==> config.mk <==
export PLATFORM = sky130hd
export DESIGN_NAME = afb_bin_select_flat
export DESIGN_NICKNAME = d
export VERILOG_FILES = /design/src/rtl/afb_pkg.sv /design/src/rtl/afb_bin_select_if.sv /design/src/rtl/afb_sel_fifo.sv /design/src/rtl/afb_bin_select.sv /design/src/flat_wrapper.sv
export SDC_FILE = /design/constraint.sdc
export NUM_CORES = 2
export LEC_CHECK = 0
export ABC_AREA = 0
export BUFFER_PORTS_ARGS = -buffer_cell sky130_fd_sc_hd__buf_2
export CAP_MARGIN = 20
export CORE_UTILIZATION = 56
export DETAILED_ROUTE_END_ITERATION = 6
export PLACE_DENSITY = 0.74
export SETUP_SLACK_MARGIN = 0.3
export SYNTH_ARGS = -nofsm -noshare
export SYNTH_HDL_FRONTEND = slang
export SYNTH_SLANG_ARGS = --single-unit
==> constraint.sdc <==
create_clock -name clock -period 8.92 [get_ports clock]
set_input_delay 0.892 -clock clock [delete_from_list [all_inputs] [get_ports clock]]
set_output_delay 0.892 -clock clock [all_outputs]
set_load 0.02 [all_outputs]
==> src/rtl/afb_pkg.sv <==
// afb_pkg: shared types and constants for the FFT bin selector.
// Holds the FIFO entry bundle and the run-control state encoding.
package afb_pkg;

  localparam int AFB_N     = 1024;
  localparam int AFB_BIN_W = $clog2(AFB_N);
  localparam int AFB_WIDTH = 32;

  typedef struct packed {
    logic signed [AFB_WIDTH-1:0] i;
    logic signed [AFB_WIDTH-1:0] q;
    logic [AFB_BIN_W-1:0]        bin;
    logic                        last;
  } afb_sel_entry_t;

  typedef enum logic [1:0] {
    IDLE,
    SYNC,
    RUN
  } afb_state_t;

endpackage

==> src/rtl/afb_bin_select_if.sv <==
// afb_bin_select_if: FFT input stream plus selected-bin output stream.
// slave = selector side (takes in_*, drives out_*); master = env side.
interface afb_bin_select_if #(
  parameter int WIDTH = 32,
  parameter int N     = 1024
);
  localparam int BW = $clog2(N);

  logic signed [WIDTH-1:0] in_inph;
  logic signed [WIDTH-1:0] in_quad;
  logic                    in_valid;

  logic signed [WIDTH-1:0] out_inph;
  logic signed [WIDTH-1:0] out_quad;
  logic [BW-1:0]           out_bin;
  logic                    out_last;
  logic                    out_valid;
  logic                    out_ready;

  modport slave (
    input  in_inph,
    input  in_quad,
    input  in_valid,
    input  out_ready,
    output out_inph,
    output out_quad,
    output out_bin,
    output out_last,
    output out_valid
  );

  modport master (
    output in_inph,
    output in_quad,
    output in_valid,
    output out_ready,
    input  out_inph,
    input  out_quad,
    input  out_bin,
    input  out_last,
    input  out_valid
  );

endinterface

==> src/rtl/afb_sel_fifo.sv <==
// afb_sel_fifo: first-word fall-through FIFO of selected bin entries.
// Ports: clk/rst_n, i_push/i_data, i_pop, o_data head, o_full/o_empty, o_drop.
import afb_pkg::*;

module afb_sel_fifo #(
  parameter int DEPTH = 16
) (
  input  logic           clk,
  input  logic           rst_n,
  input  logic           i_push,
  input  afb_sel_entry_t i_data,
  input  logic           i_pop,
  output afb_sel_entry_t o_data,
  output logic           o_full,
  output logic           o_empty,
  output logic           o_drop
);

  localparam int AW = $clog2(DEPTH);

  afb_sel_entry_t r_mem [DEPTH];
  logic [AW-1:0]  r_wr;
  logic [AW-1:0]  r_rd;
  logic [AW:0]    r_cnt;
  logic           w_pop;
  logic           w_push;

  assign o_empty = (r_cnt == '0);
  assign o_full  = (r_cnt == (AW+1)'(DEPTH));
  assign w_pop   = i_pop & ~o_empty;
  // a pop frees the slot this cycle, so a full FIFO still takes the push
  assign w_push  = i_push & (~o_full | w_pop);
  assign o_drop  = i_push & ~w_push;
  assign o_data  = r_mem[r_rd];

  always_ff @(posedge clk) begin
    if (w_push) r_mem[r_wr] <= i_data;
  end

  always_ff @(posedge clk or negedge rst_n) begin
    if (!rst_n) begin
      r_wr  <= '0;
      r_rd  <= '0;
      r_cnt <= '0;
    end else begin
      if (w_push) r_wr <= r_wr + AW'(1);
      if (w_pop)  r_rd <= r_rd + AW'(1);
      unique case ({w_push, w_pop})
        2'b10:   r_cnt <= r_cnt + (AW+1)'(1);
        2'b01:   r_cnt <= r_cnt - (AW+1)'(1);
        default: ;
      endcase
    end
  end

endmodule

==> src/rtl/afb_bin_select.sv <==
// afb_bin_select: keeps a contiguous (possibly wrapping) FFT bin window.
// Ports: clock/reset_n, enable, first_bin/num_bins cfg, bus stream, overflow.
import afb_pkg::*;

module afb_bin_select #(
  parameter int WIDTH      = AFB_WIDTH,
  parameter int N          = AFB_N,
  parameter int FIFO_DEPTH = 16
) (
  input  logic                 clock,
  input  logic                 reset_n,
  input  logic                 enable,
  input  logic [$clog2(N)-1:0] first_bin,
  input  logic [$clog2(N):0]   num_bins,
  afb_bin_select_if.slave      bus,
  output logic                 overflow
);

  localparam int BW = $clog2(N);
  localparam int NW = BW + 1;

  afb_state_t r_state;
  afb_state_t w_state_nxt;

  logic [BW-1:0] r_bin;
  logic [BW-1:0] r_cfg_first;
  logic [NW-1:0] r_cfg_num;
  logic          r_stop;
  logic          r_s1_vld;
  logic          r_ovf;
  afb_sel_entry_t r_s1;

  logic [BW-1:0] w_first;
  logic [NW-1:0] w_num;
  logic [BW-1:0] w_diff;
  logic [NW-1:0] w_off;
  logic          w_keep;
  logic          w_last;
  logic          w_at_end;
  logic          w_sample;
  logic          w_latch;
  logic          w_full;
  logic          w_empty;
  logic          w_drop;
  afb_sel_entry_t w_head;

  logic signed [WIDTH-1:0] w_in_i;
  logic signed [WIDTH-1:0] w_in_q;

  assign w_in_i = bus.in_inph;
  assign w_in_q = bus.in_quad;

  // bin 0 arrives while still in SYNC, so compare against live cfg there
  assign w_first  = (r_state == SYNC) ? first_bin : r_cfg_first;
  assign w_num    = (r_state == SYNC) ? num_bins  : r_cfg_num;
  assign w_diff   = r_bin - w_first;
  assign w_off    = {1'b0, w_diff};
  assign w_keep   = (w_off < w_num);
  assign w_last   = (w_off == (w_num - NW'(1)));
  assign w_at_end = (r_bin == BW'(N - 1));

  always_comb begin
    w_state_nxt = r_state;
    w_sample    = 1'b0;
    w_latch     = 1'b0;
    unique case (r_state)
      IDLE: begin
        if (enable) w_state_nxt = SYNC;
      end
      SYNC: begin
        w_latch = 1'b1;
        if (!enable) begin
          w_state_nxt = IDLE;
        end else if (bus.in_valid) begin
          w_sample    = 1'b1;
          w_state_nxt = RUN;
        end
      end
      RUN: begin
        w_sample = bus.in_valid;
        // cfg only moves at a frame boundary
        if (bus.in_valid && w_at_end) begin
          w_latch = 1'b1;
          if (r_stop || !enable) w_state_nxt = IDLE;
        end
      end
      default: w_state_nxt = IDLE;
    endcase
  end

  always_ff @(posedge clock or negedge reset_n) begin
    if (!reset_n) begin
      r_state     <= IDLE;
      r_bin       <= '0;
      r_cfg_first <= '0;
      r_cfg_num   <= '0;
      r_stop      <= 1'b0;
      r_s1_vld    <= 1'b0;
      r_s1        <= '0;
      r_ovf       <= 1'b0;
    end else begin
      r_state <= w_state_nxt;
      if (r_state == IDLE) r_bin <= '0;
      else if (w_sample)   r_bin <= r_bin + BW'(1);
      if (w_latch) begin
        r_cfg_first <= first_bin;
        r_cfg_num   <= num_bins;
      end
      // a dropped enable lets the current frame run out first
      r_stop   <= (w_state_nxt == RUN) & (r_stop | ~enable);
      r_s1_vld <= w_sample & w_keep;
      if (w_sample) begin
        r_s1 <= '{i: w_in_i, q: w_in_q,
                  bin: r_bin, last: w_last};
      end
      if (r_state == IDLE && enable) r_ovf <= 1'b0;
      else if (w_drop)               r_ovf <= 1'b1;
    end
  end

  afb_sel_fifo #(
    .DEPTH (FIFO_DEPTH)
  ) u_fifo (
    .clk     (clock),
    .rst_n   (reset_n),
    .i_push  (r_s1_vld),
    .i_data  (r_s1),
    .i_pop   (bus.out_ready),
    .o_data  (w_head),
    .o_full  (w_full),
    .o_empty (w_empty),
    .o_drop  (w_drop)
  );

  // zero the data lanes when empty so idle outputs match reset values
  assign bus.out_valid = ~w_empty;
  assign bus.out_inph  = w_empty ? '0 : w_head.i;
  assign bus.out_quad  = w_empty ? '0 : w_head.q;
  assign bus.out_bin   = w_empty ? '0 : w_head.bin;
  assign bus.out_last  = ~w_empty & w_head.last;
  assign overflow      = r_ovf;

endmodule

==> src/flat_wrapper.sv <==
// flat-port wrapper written by rule: the top's interface ports become plain ports
module afb_bin_select_flat 
#(
  parameter int WIDTH      = AFB_WIDTH,
  parameter int N          = AFB_N,
  parameter int FIFO_DEPTH = 16
)
  (clock, reset_n, enable, first_bin, num_bins, overflow, bus_in_inph, bus_in_quad, bus_in_valid, bus_out_ready, bus_out_inph, bus_out_quad, bus_out_bin, bus_out_last, bus_out_valid);
  afb_bin_select_if #(.WIDTH(WIDTH), .N(N)) bus_i ();
  input  logic clock;
  input  logic reset_n;
  input  logic enable;
  input  logic [$clog2(N)-1:0] first_bin;
  input  logic [$clog2(N):0] num_bins;
  output logic overflow;
  input wire logic [$bits(bus_i.in_inph)-1:0] bus_in_inph;
  input wire logic [$bits(bus_i.in_quad)-1:0] bus_in_quad;
  input wire logic [$bits(bus_i.in_valid)-1:0] bus_in_valid;
  input wire logic [$bits(bus_i.out_ready)-1:0] bus_out_ready;
  output wire logic [$bits(bus_i.out_inph)-1:0] bus_out_inph;
  output wire logic [$bits(bus_i.out_quad)-1:0] bus_out_quad;
  output wire logic [$bits(bus_i.out_bin)-1:0] bus_out_bin;
  output wire logic [$bits(bus_i.out_last)-1:0] bus_out_last;
  output wire logic [$bits(bus_i.out_valid)-1:0] bus_out_valid;
  assign bus_i.in_inph = bus_in_inph;
  assign bus_i.in_quad = bus_in_quad;
  assign bus_i.in_valid = bus_in_valid;
  assign bus_i.out_ready = bus_out_ready;
  assign bus_out_inph = bus_i.out_inph;
  assign bus_out_quad = bus_i.out_quad;
  assign bus_out_bin = bus_i.out_bin;
  assign bus_out_last = bus_i.out_last;
  assign bus_out_valid = bus_i.out_valid;
  afb_bin_select #(.WIDTH(WIDTH), .N(N), .FIFO_DEPTH(FIFO_DEPTH)) u_core (.clock(clock), .reset_n(reset_n), .enable(enable), .first_bin(first_bin), .num_bins(num_bins), .bus(bus_i), .overflow(overflow));
endmodule
==> results.md <==
- CP startpoint: u_core.u_fifo.r_rd[1]
- RSZ-0062 raised after global routing: false
- Commonest non-fill, non-tap cell in the layout: edfxtp_1
- Slew @ Worst Pin: 1100 ps
- Leakage power: 19.4 nW
- H-Tree Level Count: 4
- Worst skew pair latency: 720 ps
- Hold Slack: 357 ps
- Overflow left after global routing: 0
- Arr. time, crit path: 4460 ps
- Register area: roughly 0.039 mm2
- Die H: 306 um
- ANT nets after route: 0
- Leading cell types in the layout, fill and taps excluded: edfxtp_1 (1,200), mux4_2 (375), buf_2 (165)
- Pwr/cell area: 334 mW/mm2
- WL/cell: 29.8 um
- Starting DRC count in detailed routing: 2,661
- Setup violators final: 0
- Placed Area: 0.0541 mm2
- Max-cap violation count: 0
- Antenna Cells: 0
- Final min period: roughly 5300 ps
- Critical Path End: bus_out_bin[7]
- Share of layout cells above drive strength 1: 0.340
- Clock Sinks: 1,324
- Nets: 2,647
- CTS Buffer Depth: 3
- Fin area: 0.0583 mm2
- WS Path Type: reg2out
- Final Hold Fails: 0
- Flop2flop setup slack: 4880 ps
- Post-route clock period utilization: 0.600
- Synth cell types: between 40 and 50
- Residual DRC: 0
- First-pass GRT wire length: approximately 170 mm
- Met3 usage: 0.0420
- Crit path required time: 8030 ps
- # rows: between 100 and 150
- Post-synth EDFFs: 1,200
- Syn nets: 2,421
- Startpoint Class: register
- Root Driver: clkbuf_16
- DP HPWL: between 50 and 60 mm
- Port Buffers: 166
- Synth Warn #: 0
- F_max: 187 MHz
- Core area: 0.0917 mm2
- Grt peak-use layer: met2
- Die width: 306 um
- Initial core utilization: 0.565
- Ys flop type: edfxtp_1
- Top cells by area in the synthesized netlist: edfxtp_1 (70%), mux4_2 (16%), dfrtp_1 (6.0%)
- Slew Limit Headroom: 0.266
- WL final: 114 mm
- Antenna violations before repair: 6
- IO Count: approximately 170
- Final Max Tran Viols: 0
- Multi-input logic area: 0.0122 mm2
- Launching point of the worst reg2reg path: u_core.r_state[1]
- Reg2Reg Depth: 15
- Cts bufs inserted: 134
- Routability-driven placement congestion ratio: between 0.8 and 0.9
- Met2 Usage GRT: 0.418
- Largest net degree at the start of global routing: 124
- HP Class: in2async
- Worst VDD drop: 0.295 mV
- Synthesized area: 0.0518 mm2
- Post-CTS setup buffers: 0
- Vias in the first global route: ~25,000
- Layout area overhead: 12.5%
- Vias per cell: 6.38
- Met1 GRT Util: 0.341
- Vias: 24,300
- CTS tree: done
- Yosys top cell area share: 0.695
- Reg clk slew, reported paths: about 60 ps
- Die area: 0.0937 mm2
- First-pass detailed-route iteration total: 5
- Clk_skew: 22.4 ps
- Endpoint class of the critical path: output pin
- Critical Path Fanout Max: between 100 and 150
- Hold_buf cts: 0
- Cells after Synth: 2,296
- FF+latch count, synth: around 1,300
- Synth async-reset ratio: 0.0937
- Setup TNS: 0 ps
- All-Layer GR Usage: 0.248
- Synthesized area per cell: 22.6 um2
- Seq/Total Area, Yosys: 0.755
- Filler cells: roughly 5,800
- Post-CTS Resized: 0
- RR Endpoint: u_core.r_s1_vld
- Status: finished, final reports clean
- Post-synth top area cell: edfxtp_1
-- registers in the layout, indices dropped and copies added (netlist names) --
register / count
u_core.r_stop: 1
u_core.r_cfg_num: 11
u_core.u_fifo.r_mem: 1200
u_core.u_fifo.r_wr: 4
u_core.r_state: 2
u_core.u_fifo.r_rd: 4
u_core.r_bin: 10
u_core.r_s1_vld: 1
u_core.overflow: 1
u_core.r_cfg_first: 10
u_core.u_fifo.r_cnt: 5
u_core.r_s1: 75
-- per-stage QoR --
step	cells	power (mW)	utilization	setup WS [ps]
finish	3812	19.4	0.636	3570
global route	3812	20.2	0.636	3410
global placement	3572	14.1	0.590	4320
detailed placement	3572	14.3	0.590	4280
CTS	3812	19.6	0.636	3500
floorplan	2296	12.6	-	2.49
-- where the power goes --
| part | leakage (nW) | switching, mW | total [mW] | internal (mW) |
|---|---|---|---|---|
| clock network | 2.05 | 2.27 | 5.32 | 3.05 |
| registers | 12.6 | 0.921 | 8.72 | 7.80 |
| logic | 4.78 | 2.72 | 5.39 | 2.67 |
-- Yosys cell counts, drive strengths merged, types with 6 or more instances --
cell,n
a21oi,15
nor2,36
mux2,100
and2,84
dfrtp,124
ha,33
clkbuf,70
nor2b,8
edfxtp,1200
xnor2,24
mux4,375
inv,22
mux2i,21
nor3,13
nand3,13
o21ai,17
nand4,7
buf,45
nand2,20
xor2,15
nor4,7
nor3b,7
o21a,6
-- how the worst min path moves through the flow --
stage                     startpoint                    end  cells past startpoint
2_1_floorplan  u_core.r_cfg_first[0]  u_core.r_cfg_first[0]                      1
3_3_place_gp   u_core.r_cfg_first[0]  u_core.r_cfg_first[0]                      1
3_5_place_dp   u_core.r_cfg_first[0]  u_core.r_cfg_first[0]                      1
4_1_cts                      reset_n        u_core.r_s1[68]                      1
5_1_grt               bus_in_quad[7]        u_core.r_s1[18]                      2
6_report                     reset_n        u_core.r_s1[62]                      1
-- area by class of cell --
cell class / count / area share
Clock buffer: 181 / 0.0632
Clock inverter: 59 / 0.00857
Inverter: 22 / 0.00142
Multi-Input combinational cell: 835 / 0.209
Sequential cell: 1324 / 0.672
Tap cell: 1186 / 0.0255
Timing Repair Buffer: 205 / 0.0200
-- layer usage --
layer,up-vias,share of wire
met3,155,0.073
li1,10000,-
met1,13000,0.39
met2,1112,0.52
met4,8,0.019
met5,-,0.00037
-- cell families after synthesis --
| kind of cell | Yosys count | synth area share |
|---|---|---|
| muxes | 496 | 0.189 |
| AOI/OAI and AO/OA | 57 | 0.00698 |
| xor gates and xnor gates | 39 | 0.00659 |
| DFF | 1324 | 0.755 |
| and+or+nand+nor | 208 | 0.0224 |
| buffers and inverters | 137 | 0.0110 |
| adders and majority gates | 35 | 0.00874 |
-- critical path: stages, from the launching register on --
cell and delay (ps):
dfrtp_4 920, buf_12 650, buf_4 800, mux4_2 420
mux4_2 480, and2_1 200, buf_2 170
Note: power is estimated with default switching activity, not from simulation.
